==> src/rtl/gerador_pkg.sv <==
// Shared constants, state encoding and quarter-wave table generator for gerador_tom.
package gerador_pkg;

  localparam int PHASE_W_DEF = 24;
  localparam int ADDR_W      = 10;
  localparam int SAMPLE_W    = 12;
  localparam int LUT_DEPTH   = 256;
  localparam int MAG_W       = 11;
  localparam int IDX_W       = 8;
  localparam int MAG_MAX     = 2047;

  localparam real PI_HALF = 1.5707963267948966;

  typedef enum logic {
    ST_IDLE = 1'b0,
    ST_RUN  = 1'b1
  } estado_e;

  // Quarter-wave entry: round(2047*sin(pi/2*(i+0.5)/256)).
  // Sine is evaluated by a Taylor series so only basic real arithmetic is needed
  // at elaboration; on [0, pi/2] ten terms are far below the rounding step.
  function automatic logic [MAG_W-1:0] seno_lut(input int idx);
    real x;
    real term;
    real acc;
    x    = PI_HALF * (real'(idx) + 0.5) / real'(LUT_DEPTH);
    term = x;
    acc  = x;
    for (int k = 1; k < 10; k++) begin
      term = -term * x * x / real'((2 * k) * (2 * k + 1));
      acc  = acc + term;
    end
    return MAG_W'($rtoi(real'(MAG_MAX) * acc + 0.5));
  endfunction

endpackage

==> src/rtl/tabela_seno.sv <==
// 256 x 11 quarter-wave sine magnitude ROM with a registered, read-enabled output.
module tabela_seno
  import gerador_pkg::*;
(
  input  logic             clk,
  input  logic             reset,
  input  logic             rd_en,
  input  logic [IDX_W-1:0] idx,
  output logic [MAG_W-1:0] mag
);

  logic [MAG_W-1:0] rom [LUT_DEPTH];
  logic [MAG_W-1:0] mag_q;
  logic [MAG_W-1:0] mag_d;

  for (genvar g = 0; g < LUT_DEPTH; g++) begin : g_rom
    localparam logic [MAG_W-1:0] VAL = seno_lut(g);
    assign rom[g] = VAL;
  end

  // Read only when asked so the magnitude holds between samples.
  always_comb begin
    mag_d = mag_q;
    if (rd_en) begin
      mag_d = rom[idx];
    end
  end

  // Output register.
  always_ff @(posedge clk or negedge reset) begin
    if (!reset) begin
      mag_q <= '0;
    end else begin
      mag_q <= mag_d;
    end
  end

  assign mag = mag_q;

endmodule

==> src/rtl/gerador_tom.sv <==
// DDS tone generator: phase accumulator stepped once every CLK_DIV clocks,
// quarter-wave ROM lookup with quadrant fold, signed 12-bit output.
//
// Increment handshake: a value transfers on a cycle where inc_valid and
// inc_ready are both 1. In IDLE it becomes the active increment on the next
// clock and inc_ready stays 1. In RUN it waits in a pending register
// (inc_ready = 0) and becomes active at the next tick, where it already drives
// that tick's accumulation; inc_ready returns the cycle after. inc_valid while
// inc_ready = 0 is dropped, nothing is queued.
module gerador_tom
  import gerador_pkg::*;
#(
  parameter int CLK_DIV = 50,
  parameter int PHASE_W = PHASE_W_DEF
) (
  input  logic                       clk,
  input  logic                       reset,
  input  logic                       enable,
  input  logic [PHASE_W-1:0]         fase_inc,
  input  logic                       inc_valid,
  output logic                       inc_ready,
  output logic signed [SAMPLE_W-1:0] saida,
  output logic                       amostra_pronta,
  output logic                       wrap,
  output estado_e                    estado_dbg
);

  localparam int CNT_W = 16;
  localparam logic [CNT_W-1:0] DIV_M1 = CNT_W'(CLK_DIV - 1);

  estado_e state_q, state_d;

  logic [CNT_W-1:0]   cnt_q, cnt_d;
  logic [PHASE_W-1:0] acc_q, acc_d;
  logic [PHASE_W-1:0] inc_active_q, inc_active_d;
  logic [PHASE_W-1:0] pend_q, pend_d;
  logic               pend_vld_q, pend_vld_d;
  logic               carry_q, carry_d;

  logic               s1_vld_q, s1_vld_d;
  logic               s1_neg_q, s1_neg_d;
  logic               s1_wrap_q, s1_wrap_d;

  logic signed [SAMPLE_W-1:0] saida_q, saida_d;
  logic                       pronta_q, pronta_d;
  logic                       wrap_q, wrap_d;

  logic               tick;
  logic               run_next;
  logic               accept;
  logic [PHASE_W-1:0] inc_eff;
  logic [PHASE_W:0]   sum;
  logic [ADDR_W-1:0]  addr;
  logic [IDX_W-1:0]   rom_idx;
  logic [MAG_W-1:0]   mag;
  logic [SAMPLE_W-1:0] mag_ext;

  // State register.
  always_ff @(posedge clk or negedge reset) begin
    if (!reset) begin
      state_q <= ST_IDLE;
    end else begin
      state_q <= state_d;
    end
  end

  // Next state: enable alone moves between IDLE and RUN.
  always_comb begin
    state_d = state_q;
    case (state_q)
      ST_IDLE: if (enable)  state_d = ST_RUN;
      ST_RUN:  if (!enable) state_d = ST_IDLE;
      default: state_d = ST_IDLE;
    endcase
  end

  assign run_next = (state_d == ST_RUN);
  assign tick     = (state_q == ST_RUN) && (cnt_q == DIV_M1);
  assign accept   = inc_valid && !pend_vld_q;
  assign inc_eff  = pend_vld_q ? pend_q : inc_active_q;
  assign sum      = {1'b0, acc_q} + {1'b0, inc_eff};

  // Sample address: top accumulator bits; odd quadrants read the table mirrored.
  assign addr    = acc_q[PHASE_W-1 -: ADDR_W];
  assign rom_idx = addr[IDX_W] ? ~addr[IDX_W-1:0] : addr[IDX_W-1:0];

  // Divider, accumulator and increment handshake.
  always_comb begin
    cnt_d        = cnt_q;
    acc_d        = acc_q;
    carry_d      = carry_q;
    inc_active_d = inc_active_q;
    pend_d       = pend_q;
    pend_vld_d   = pend_vld_q;
    s1_vld_d     = 1'b0;
    s1_neg_d     = s1_neg_q;
    s1_wrap_d    = s1_wrap_q;

    if (state_q == ST_IDLE) begin
      cnt_d = '0;
      if (accept) begin
        inc_active_d = fase_inc;
      end
    end else begin
      cnt_d = tick ? '0 : cnt_q + CNT_W'(1);
      if (tick) begin
        // wrap marks the sample addressed after an overflowing step,
        // i.e. the carry left by the previous tick.
        s1_vld_d     = 1'b1;
        s1_neg_d     = addr[ADDR_W-1];
        s1_wrap_d    = carry_q;
        acc_d        = sum[PHASE_W-1:0];
        carry_d      = sum[PHASE_W];
        inc_active_d = inc_eff;
        pend_vld_d   = 1'b0;
      end
      if (accept) begin
        pend_d     = fase_inc;
        pend_vld_d = 1'b1;
      end
    end

    // Leaving or staying in IDLE restarts the phase and drops in-flight
    // samples; the pending increment is kept.
    if (!run_next) begin
      cnt_d    = '0;
      acc_d    = '0;
      carry_d  = 1'b0;
      s1_vld_d = 1'b0;
    end
  end

  // Datapath registers.
  always_ff @(posedge clk or negedge reset) begin
    if (!reset) begin
      cnt_q        <= '0;
      acc_q        <= '0;
      carry_q      <= 1'b0;
      inc_active_q <= '0;
      pend_q       <= '0;
      pend_vld_q   <= 1'b0;
      s1_vld_q     <= 1'b0;
      s1_neg_q     <= 1'b0;
      s1_wrap_q    <= 1'b0;
    end else begin
      cnt_q        <= cnt_d;
      acc_q        <= acc_d;
      carry_q      <= carry_d;
      inc_active_q <= inc_active_d;
      pend_q       <= pend_d;
      pend_vld_q   <= pend_vld_d;
      s1_vld_q     <= s1_vld_d;
      s1_neg_q     <= s1_neg_d;
      s1_wrap_q    <= s1_wrap_d;
    end
  end

  tabela_seno u_tabela (
    .clk   (clk),
    .reset (reset),
    .rd_en (tick),
    .idx   (rom_idx),
    .mag   (mag)
  );

  assign mag_ext = SAMPLE_W'(mag);

  // Output stage: apply the sign, raise the strobes, zero everything in IDLE.
  always_comb begin
    saida_d  = saida_q;
    pronta_d = 1'b0;
    wrap_d   = 1'b0;
    if (!run_next) begin
      saida_d = '0;
    end else if (s1_vld_q) begin
      saida_d  = s1_neg_q ? -$signed(mag_ext) : $signed(mag_ext);
      pronta_d = 1'b1;
      wrap_d   = s1_wrap_q;
    end
  end

  // Output registers.
  always_ff @(posedge clk or negedge reset) begin
    if (!reset) begin
      saida_q  <= '0;
      pronta_q <= 1'b0;
      wrap_q   <= 1'b0;
    end else begin
      saida_q  <= saida_d;
      pronta_q <= pronta_d;
      wrap_q   <= wrap_d;
    end
  end

  assign saida          = saida_q;
  assign amostra_pronta = pronta_q;
  assign wrap           = wrap_q;
  assign inc_ready      = !pend_vld_q;
  assign estado_dbg     = state_q;

endmodule

==> config.mk <==
export PLATFORM = sky130hd
export DESIGN_NAME = gerador_tom
export DESIGN_NICKNAME = d
export VERILOG_FILES = /design/src/rtl/gerador_pkg.sv /design/src/rtl/tabela_seno.sv /design/src/rtl/gerador_tom.sv
export SDC_FILE = /design/constraint.sdc
export NUM_CORES = 1
export LEC_CHECK = 0
export BUFFER_PORTS_ARGS = -buffer_cell sky130_fd_sc_hd__buf_2
export CAP_MARGIN = 30
export CORE_MARGIN = 2
export CORE_UTILIZATION = 35
export DETAILED_ROUTE_END_ITERATION = 16
export PLACE_DENSITY_LB_ADDON = 0.2
export SLEW_MARGIN = 20
export SYNTH_ARGS = -nofsm -noshare
export SYNTH_HDL_FRONTEND = slang
export SYNTH_SLANG_ARGS = --single-unit
==> constraint.sdc <==
create_clock -name clk -period 10.4 [get_ports clk]
set_input_delay 0 -clock clk [delete_from_list [all_inputs] [get_ports clk]]
set_output_delay 0 -clock clk [all_outputs]
set_load 0.1 [all_outputs]
After elaboration in Yosys (flattened, before gate mapping)
Memories as Yosys holds them, arrays and structs flattened. A register that Yosys moved wholly into a read port is not among the register bits.
Index checks and enable logic that the tools add are counted.
{ "op_classes": {"addsub": 3, "bitwise_logic": 2, "eq_ne": 5, "n_mux": 27, "reduce_logical": 11} }
{ "ops": {"columns": ["operator", "n"], "rows": [
  ["24-bit 2-to-1 mux", 7],
  ["16-bit 2-to-1 mux", 3],
  ["12-bit 2-to-1 mux", 3],
  ["24-bit by 24-bit adder with 25-bit output", 1],
  ["16-bit by 1-bit adder with 16-bit output, second input constant", 1],
  ["16-bit by 6-bit == test with 1-bit output, second input constant", 1],
  ["1-bit 2-to-1 mux", 13],
  ["11-bit negation with 12-bit output", 1],
  ["2-bit AND reduction", 5],
  ["8-bit NOT with 9-bit output", 1],
  ["8-bit 2-to-1 mux", 1],
  ["8-bit NOT", 1],
  ["2-bit by 1-bit != test with 1-bit output, second input constant", 3],
  ["2-bit nonzero test", 2],
  ["1-bit logical AND", 2],
  ["1-bit logical NOT", 2],
  ["2-bit != test, second input constant", 1]
]} }
{ "word_totals": {"input_bits": 28, "register_bits": 108, "mem_count": 1, "out_inout_bits": 16, "mem_bits_ro": 2816} }
{ "mem_list": {"columns": ["memory", "words", "word_bits", "read_ports", "rd_ports_with_merged_regs", "wr", "line", "source"], "rows": [
  ["(name not given)", 256, 11, 1, 1, 0, "tabela_seno.sv:25", "mag_d = rom[idx];"]
]} }

Depth between registers and ports, before layout
{ "depth": {"ltp_word": 5, "depth_mapped": 17, "mapped_depth_nobuf": 12} }

Hierarchy
From an unflattened synthesis, not the netlist that was laid out.
{ "hier_totals": {"cells_unflattened": 1168, "hier_area_um2": 9811.9} }
{ "by_module_without_submodules": {"columns": ["mod", "seq_area_each_um2", "n_inst", "cells_each", "area_each_um2"], "rows": [
  ["gerador_tom", 2702.6, 1, 634, 6282.3],
  ["tabela_seno", 275.3, 1, 534, 3529.6]
]} }

Worst setup path after synthesis
Ideal clock, no wire load.
{ "synth_timing": {"kind": "flip-flop to flip-flop", "start": "register acc_q[22]", "end": "register u_tabela.mag_q[2] (netlist: u_tabela.mag[2])", "setup_time_ns": 0.129, "required_time_ns": 10.271, "arrival_ns": 3.444, "path_slack_ns": 6.827, "stages_incl_launch_ff": 17, "cell_sequence": "dfrtp_1 buf_6 buf_12 buf_8 buf_6 buf_4 buf_2 xnor2_1 ha_1 buf_2 inv_1 clkbuf_1 a21oi_1 a221o_1 a22oi_1 nor2_1 o41a_1"} }
{ "synth_between": {"elab_chain_len": 2} }
{ "synth_rtl": {"columns": ["element", "line", "source"], "rows": [
  ["start: declaration", "gerador_tom.sv:34", "logic [PHASE_W-1:0] acc_q, acc_d;"],
  ["start signal: assignment", "gerador_tom.sv:137", "acc_q <= '0;"],
  ["start signal: assignment", "gerador_tom.sv:147", "acc_q <= acc_d;"],
  ["8-bit 2-to-1 mux", "gerador_tom.sv:85", "assign rom_idx = addr[IDX_W] ? ~addr[IDX_W-1:0] : addr[IDX_W-1:0];"],
  ["8-bit NOT with 9-bit output (not written as such)", "tabela_seno.sv:25", null],
  ["end: declaration", "tabela_seno.sv:13", "logic [MAG_W-1:0] mag_q;"]
]} }
Every way passes these cells.
A chain may end at the register's enable or synchronous reset.

Worst setup path after layout
{ "layout_timing": {"start": "register acc_q[22]", "end": "register u_tabela.mag_q[0] (netlist: u_tabela.mag[0])"} }
The elaborated chain is that of the path after synthesis.

==> impl_metrics.toml <==
[run_status]
status = "finished, final reports clean"

[cts]
cts_htree_levels = 4
numClockSinks = 119
clockBufferDepth = 2
cts_tree = "done"
hold_buffers = 26
cts.repair.resized = 0
cts.clk_slew.worst_paths_ns = 0.07
clkLatencyLatePin_ns = 0.44
postCtsSetupRepairBufs = 0
cts_made_buffers = 17
root_buffer = "clkbuf_16"

[timing]
rsz0062_at_grt = "no"
worst_pin_slew_ns = 0.900
max_slew_margin_pct = 39.4
fin_crit_ns = 4.66
fmax_mhz = 215
setup_violations = 0
setup_tns_ns = 0
fin_crit_sh_pct = 44.8
hold_viol = 0
finalMaxSlewViolations = 0
clock_skew_ns = 0.0175

[global_route]
grt_first_pass_wirelength_um = 78500
grt_overflow_total = 0
antenna_found_initial = 2
grt_util_all_layers_pct = 30.9
grt_max_degree = 71
first_global_vias = 11900

[routing]
ant_nets = 0
firstDrtPassIters = 7
wl_per_cell_um = 27.6
drtIter0Drc = 1671
via_per_inst = 6.50
drt_wl_total_um = 53000
vias = 12500
drc = 0

[setup_path]
regToRegEndpoint = "u_tabela.mag[0]"
reg2regPathDepth = 10
crit_chain = "nor2b_1 -> nor2_1 -> inv_1 -> ha_1 -> buf_4 -> nand2_1 -> o21ai_1 -> o32ai_1 -> nor4bb_1 -> a311oi_1"
critical_path_class = "reg2reg"
cp.required_ns = 10.68
r2r-start = "acc_q[22]"
crit_family = "simple AND/OR/NAND/NOR gates"
slowest_delay_ns = 0.85
worst-r2r-setup-slack_ns = 5.74
cpMaxStageDelayCell = "dfrtp_4"
worst-path-buf-inv = 2
start_kind = "register"
cp.arrival_ns = 4.94
crit_fanout = 53
cp-end-kind = "register"

[logic_synthesis]
yosys-top-cells-area = "dfrtp_1, nand2_1, o21ai_0"
netlist.area_leader.share_pct = 25.8
synth_largest_area_cell = "dfrtp_1"
synthMuxAreaShare_pct = 7.83
synthAdderAreaFrac_pct = 4.61
synth_most_common_cell = "nand2_1"
synthFlopType = "dfrtp_1"
synth_simple_gate_area_share_pct = 21.1
yosys_warnings = 0
avgSynthCellArea_um2 = 7.81
ys_seq_area_share_pct = 25.8
synth_nets = 1549
synth_common_cells = "nand2_1, o21ai_0, dfrtp_1, a21oi_1, nor2_1"
synth-compound-area-share_pct = 30.3
synth-xor-area-share_pct = 3.84
synth_top_family_by_area = "compound AO/OA/AOI/OAI gates"
synth.distinct_cells = 98
synth-seq-cells = 119
async_reset_ff_share_pct = 100
synth_edf_count = 0
synthCells = 1479
netlist_area_um2 = 11600

[power_and_ir_drop]
peakVddDrop_v = 0.000109
power_mw = 1.11
power.density_nw_per_um2 = 86.8
leakage_nw = 5.41

[final_layout]
drive_above_1_share_pct = 13.4
syn2layout_area_growth_pct = 11.2
fillers = 3432
finalNetCount = 1537
antenna_cells = 0
finalNonFillerCells = 1921

[floorplanning]
start_util_pct = 35.5
placementRows = 66
die-width_um = 186
ios = 44
die_h_um = 186
core_um2 = 32500
die-area_um2 = 34500

[min_path]
worstHoldPathType = "in2async"

[place]
place.gp.congestion = 1.04
portBuffers = 43
dp.cells = 1862
hpwl_um = 36400

[run]
maxCapViolCount = 0
-- state kept, by name, summed over array words and instances, names as in the netlist, 11 cells and up --
| register | flops |
|---|---|
| pend_q | 24 |
| saida | 12 |
| acc_q | 24 |
| u_tabela.mag | 11 |
| inc_active_q | 24 |
| cnt_q | 16 |
-- metal layers --
layer / vias to the layer above / track usage (%) / routed length [µm]
li1: 5487 / - / -
met4: 2 / 20.6 / 3960
met2: 811 / 46.5 / 22800
met1: 5947 / 38.6 / 20600
met5: - / 0 / 18
met3: 244 / 8.47 / 5620
-- worst max-delay path by stage --
stage	slack, ns	end	cells past startpoint	startpoint
3_5_place_dp	6.01	u_tabela.mag[0]	10	acc_q[22]
4_1_cts	6.00	u_tabela.mag[0]	10	acc_q[22]
3_3_place_gp	5.94	u_tabela.mag[0]	10	acc_q[22]
5_1_grt	5.73	u_tabela.mag[3]	10	acc_q[22]
2_1_floorplan	6.83	u_tabela.mag[2]	16	acc_q[22]
6_report	5.74	u_tabela.mag[0]	10	acc_q[22]
-- stage by stage --
step	setup WS, ns	util, %	hold slack (ns)	instance area [µm²]
2_1_floorplan	6.83	-	-0.296	11600
3_3_place_gp	5.94	36.7	-0.143	11900
3_5_place_dp	6.01	36.8	-0.145	12000
4_1_cts	6.00	39.4	0.0764	12800
5_1_grt	5.73	39.5	0.108	12800
6_report	5.74	39.5	0.0699	12800
-- cell type report --
type                       count  area (µm²)  share of cell area (%)
tap                          442         553                    4.31
multi-input combinational   1198        7840                    61.0
sequential                   119        2990                    23.3
inverter                      28         105                   0.818
clock inverter                14         165                    1.29
timing repair buffer         103         773                    6.02
clock buffer                  17         425                    3.31
-- logic make-up after synthesis --
group | Yosys count
AO/OA/AOI/OAI | 524
flip-flops | 119
multiplexers | 83
adder cells (fa/ha/maj) | 42
AND/OR/NAND/NOR | 500
XOR/XNOR | 49
buffers and inverters | 162
-- power breakdown --
part	internal, mW	switching [mW]	total, mW	leakage, nW
Combinational	0.0171	0.0240	0.0412	3.48
Clock	0.359	0.251	0.609	0.289
Sequential	0.464	0.000548	0.464	1.65
-- worst register-to-register path: stages (launching register included) --
cell and delay, ns:
dfrtp_4 0.85, nor2b_1 0.29, nor2_1 0.69, inv_1 0.35
ha_1 0.39, buf_4 0.27, nand2_1 0.24, o21ai_1 0.14
o32ai_1 0.44, nor4bb_1 0.73, a311oi_1 0.11
-- layout by cell type (no fill, tap or decap), types with 11 or more instances in the layout --
cell | Yosys | layout
ha_1 | 41 | 41
inv_1 | 23 | 23
o221ai_1 | 17 | 17
nand2_1 | 165 | 165
mux2i_1 | 33 | 33
a211oi_1 | 20 | 20
a21o_1 | 13 | 13
xor2_1 | 22 | 22
nor2b_1 | 21 | 21
nand3_1 | 42 | 42
dlygate4sd3_1 | 0 | 26
a21oi_1 | 117 | 117
o211ai_1 | 19 | 19
and2_1 | 19 | 19
mux2_2 | 49 | 49
nand2b_1 | 34 | 34
buf_4 | 10 | 33
nand4_1 | 12 | 12
nor2_1 | 103 | 103
a31oi_1 | 34 | 33
o21ai_0 | 121 | 121
nor3_1 | 34 | 34
xnor2_1 | 25 | 25
o22ai_1 | 22 | 22
a22oi_1 | 11 | 11
buf_2 | 37 | 42
clkbuf_16 | 0 | 17
dfrtp_1 | 119 | 115
Note: power is estimated with default switching activity, not from simulation.
